`src/rtl/wb_rr_arb_wdt.sv`:
```
// Registered round-robin Wishbone arbiter with a bus-cycle watchdog that
// substitutes an ack for unanswered strobes and logs the offending master.
module wb_rr_arb_wdt #(
  parameter int unsigned N_MASTERS    = 2,
  parameter int unsigned TIMEOUT      = 255,
  parameter int unsigned CNT_W        = 16,
  parameter logic [15:0] ERR_CNT_INIT = '0
) (
  input  logic                 sys_clk,
  input  logic                 sys_rst,
  input  logic [N_MASTERS-1:0] req,
  input  logic                 bus_stb,
  input  logic                 bus_ack,
  input  logic                 wdt_en,
  output logic [N_MASTERS-1:0] gnt,
  output logic                 to_ack,
  output logic [15:0]          err_cnt,
  output logic [2:0]           err_master,
  output logic                 err_pulse
);

  localparam logic [CNT_W-1:0]     TO_VAL   = CNT_W'(TIMEOUT);
  localparam logic [N_MASTERS-1:0] GNT_RST  = N_MASTERS'(1);

  logic [CNT_W-1:0]     cnt;
  logic [2:0]           cur;
  logic                 req_cur;
  logic [N_MASTERS-1:0] gnt_next;
  logic                 gnt_chg;
  int unsigned          best_d;
  int unsigned          d;

  always_comb begin
    cur = '0;
    for (int unsigned i = 0; i < N_MASTERS; i++) begin
      if (gnt[i]) cur = i[2:0];
    end
  end

  assign req_cur = |(req & gnt);

  // Rank each requester by its distance from cur+1; the nearest wins, cur itself last.
  always_comb begin
    gnt_next = gnt;
    best_d   = N_MASTERS;
    d        = 0;
    if (!req_cur) begin
      for (int unsigned i = 0; i < N_MASTERS; i++) begin
        d = (i + N_MASTERS - 1 - int'(cur)) % N_MASTERS;
        if (req[i] && d < best_d) begin
          best_d   = d;
          gnt_next = '0;
          gnt_next[i] = 1'b1;
        end
      end
    end
  end

  assign gnt_chg = (gnt_next != gnt);

  assign to_ack = !sys_rst && wdt_en && req_cur && bus_stb && !bus_ack && (cnt == TO_VAL);

  always_ff @(posedge sys_clk) begin
    if (sys_rst) begin
      gnt        <= GNT_RST;
      cnt        <= '0;
      err_cnt    <= ERR_CNT_INIT;
      err_master <= '0;
      err_pulse  <= 1'b0;
    end else begin
      gnt <= gnt_next;
      if (!wdt_en || bus_ack || !bus_stb || !req_cur || gnt_chg)
        cnt <= '0;
      else if (to_ack)
        cnt <= '0;
      else
        cnt <= cnt + CNT_W'(1);
      err_pulse <= to_ack;
      if (to_ack) begin
        if (err_cnt != '1) err_cnt <= err_cnt + 16'd1;
        err_master <= cur;
      end
    end
  end

endmodule
```
`config.mk`:
```
export PLATFORM = sky130hd
export DESIGN_NAME = wb_rr_arb_wdt
export DESIGN_NICKNAME = d
export VERILOG_FILES = /design/src/rtl/wb_rr_arb_wdt.sv
export SDC_FILE = /design/constraint.sdc
export NUM_CORES = 1
export LEC_CHECK = 0
export CAP_MARGIN = 20
export CORE_AREA = 3 3 78 62
export CTS_CLUSTER_SIZE = 40
export DETAILED_ROUTE_END_ITERATION = 10
export DIE_AREA = 0 0 81 65
export PLACE_DENSITY = 0.75
export SLEW_MARGIN = 20
export SYNTH_ARGS = -nofsm -noshare
export SYNTH_HDL_FRONTEND = slang
export SYNTH_SLANG_ARGS = --single-unit
export TNS_END_PERCENT = 5
```
`constraint.sdc`:
```
create_clock -name sys_clk -period 2.95 [get_ports sys_clk]
set_input_delay 0.885 -clock sys_clk [delete_from_list [all_inputs] [get_ports sys_clk]]
set_output_delay 0.885 -clock sys_clk [all_outputs]
set_load 0.05 [all_outputs]
```
==> results_dict.tcl <==
set metrics [dict create \
    num_rows 20 \
    grt_busiest_layer "met1" \
    synth_cell_types 45 \
    rr_endpoint "err_cnt[13]$_SDFFE_PP0P_" \
    endpoint_kind "output port" \
    cts_tree "yes" \
    via_count 1482 \
    holdBufCountCts 0 \
    dpl-instance-area_um2 2190 \
    htree_levels 2 \
    port_buffers 27 \
    final_util_pct 56.0 \
    antenna_found_initial 0 \
    drc_errors 0 \
    yosysWarnings 0 \
    design_area_um2 2270 \
    synth_area_um2 1820 \
    wl_um 3780 \
    min_period_ps 2830 \
    grt_util_met2_pct 22.3 \
    drv_cap 0 \
    layout.nets 241 \
    run_status "finished, final reports clean" \
    leakage_uw 0.000772 \
    fin_ws_ps 123 \
    clock-sinks 36 \
    via_per_inst 5.16 \
    cts_buffers 5 \
    crit_type "in2out" \
    r2r_cells 7 \
    die_w_um 81 \
    ir_worst_vdd_v 0.000278 \
    r2r_setup_slack_ps 820 \
    hold_path.class "reg2reg" \
    routedWlPerCell_um 13.2 \
    rsz0062_at_grt "false" \
    synth_ff_type "dfxtp_1" \
    dp_hpwl_um 2720 \
    core_um2 4050 \
    setup_viol 0 \
    io_pins 30 \
    critPathArrivalTime_ps 1940 \
    syn_area_per_cell_um2 9.28 \
    drtIter0Drc 57 \
    cts_setup_buffers 0 \
    synth_edf_count 0 \
    globalplace.congestion 0.809 \
    area_growth_pct 24.8 \
    die_h_um 65 \
    synthArstFlopShare_pct 0 \
    diodes 0 \
    clk_pin_slew_ps 60 \
    path_max_fanout 2 \
    die-area_um2 5270 \
    grt_pass1_wl_um 6550 \
    grtUsageTotal_pct 16.2 \
    tightest_slew_ps 535 \
    gr-usage-met3_pct 6.67 \
    grt_use_met1_pct 22.6 \
    ys_seq_area_share_pct 39.6 \
    start_util_pct 44.8 \
    synthCells 196 \
    cts_root_buf "clkbuf_8" \
    fin_tns_setup_ps 0 \
    grt_max_degree 24 \
    finClkSkew_ps 3.84 \
    r2r-start "cnt[0]$_SDFF_PP0_" \
    clock_path_buffers 2 \
    startpoint_type "input port" \
    p_total_uw 863 \
    fillCellCount 384 \
    grt_overflow_total 0 \
    crit_required_ps 2070 \
    clock_latency_ps 290 \
    pwr_density_cell_nw_per_um2 380 \
    hold_viol_final 0 \
    grt_pass1_vias 1394 \
    synth_seq_cells 36 \
    ant_nets 0 \
    hold_start "cnt[0]$_SDFF_PP0_" \
    holdPathStages 1 \
    hold_path_end "cnt[0]$_SDFF_PP0_" \
    relSlewSlack_pct 64.1 \
    fin_crit_sh_pct 95.8 \
    dp_slack_ps -31.3 \
    layout-drive-gt1-share_pct 13.4 \
    firstDrtPassIters 4 \
    fmaxAchievable_mhz 354 \
    slew_violations 0 \
]
layout make-up:
type	count	area (µm²)	share of cell area [%]
Inverter	2	7.51	0.331
Clock buffer	6	72.6	3.20
Tap cell	55	68.8	3.03
Clock inverter	1	5.00	0.221
Multi-Input combinational cell	153	1060	46.8
Timing Repair Buffer	34	332	14.6
Sequential cell	36	721	31.8
worst max-delay path: stages:
cell and delay [ps]:
clkdlybuf4s50_1 450, and4bb_2 270, nand2_4 60, nor2_4 130, buf_12 140
cell usage in the layout, fill, tap and decap left out, types with 3 or more instances in the layout:
| cell type | synthesis | final |
|---|---|---|
| nand3_1 | 15 | 15 |
| dfxtp_1 | 36 | 36 |
| clkdlybuf4s50_1 | 0 | 25 |
| xnor2_1 | 9 | 9 |
| a21oi_1 | 7 | 7 |
| nor2_1 | 36 | 35 |
| buf_4 | 2 | 7 |
| nand4_1 | 7 | 7 |
| nor4_2 | 3 | 3 |
| nor3_1 | 5 | 5 |
| and4_1 | 7 | 7 |
| nand2_1 | 8 | 8 |
| nor4_4 | 3 | 3 |
| clkbuf_8 | 0 | 5 |
| and3_1 | 5 | 5 |
| xor2_1 | 11 | 11 |
layer usage:
layer | vias to the layer above | share of wire [%]
met5 | - | 0
met4 | 0 | 1.3
met3 | 7 | 6.4
met2 | 32 | 40
met1 | 671 | 53
li1 | 772 | -
sequential cells by signal (all words and copies together), names as in the netlist:
name / flops
cnt: 16
gnt: 2
err_pulse: 1
err_cnt: 16
err_master: 1
metrics by stage:
step | hold WS (ps) | cells
final | 485 | 287
after global routing | 530 | 287
after detailed placement | 462 | 280
after CTS | 487 | 287
after global placement | 457 | 280
after floorplan | 438 | 197
power breakdown:
group | total [µW] | leakage (µW) | switching, µW | internal (µW)
clock | 324 | 0.0000410 | 164 | 160
combinational | 47.2 | 0.000441 | 28.6 | 18.6
sequential | 491 | 0.000290 | 3.09 | 488
worst max path at each step:
stage | start | depth (start not counted) | slack, ps | end
3_5_place_dp | sys_rst | 5 | -30 | to_ack
6_report | wdt_en | 5 | 120 | to_ack
4_1_cts | bus_ack | 5 | 110 | to_ack
3_3_place_gp | sys_rst | 5 | -40 | to_ack
5_1_grt | bus_ack | 5 | 70 | to_ack
2_1_floorplan | bus_ack | 3 | 220 | to_ack
kinds of logic after synthesis:
kind of cell | synth area share [%]
and+or+nand+nor | 38.1
DFF | 39.6
xor gates and xnor gates | 9.64
AOI/OAI and AO/OA | 6.13
buffers and inverters | 2.55
muxes | 2.34
adders and majority gates | 1.38
other | 0.206
timing repair:
action | 4_1_cts | 5_1_grt
endpoints found under the hold margin | 0 | 0
setup endpoints to repair | 1 | 0
gates resized for setup | 2 | 0
synthesized netlist by cell type, types with 2 or more instances:
cell type,instances,area share (%)
inv_1,2,0.41
nor4b_2,2,1.7
buf_4,2,0.83
nand2_1,8,1.7
nor2_1,36,7.4
nor4_4,3,3.5
nor4_2,3,2.1
dfxtp_1,36,40
a21oi_1,7,1.9
a31o_1,2,0.96
and3_1,5,1.7
nor3_1,5,1.4
xnor2_1,9,4.3
nand4_1,7,2.4
and4_1,7,3.4
nand4_2,2,1.4
nor2b_1,2,0.69
ha_1,2,1.4
nand3_1,15,4.1
o21ai_0,2,0.55
nand2b_1,2,0.69
xor2_1,11,5.3
mux2i_1,2,1.1
and2_1,2,0.69
clkbuf_1,2,0.41
Power figures use the tool's default switching activity.
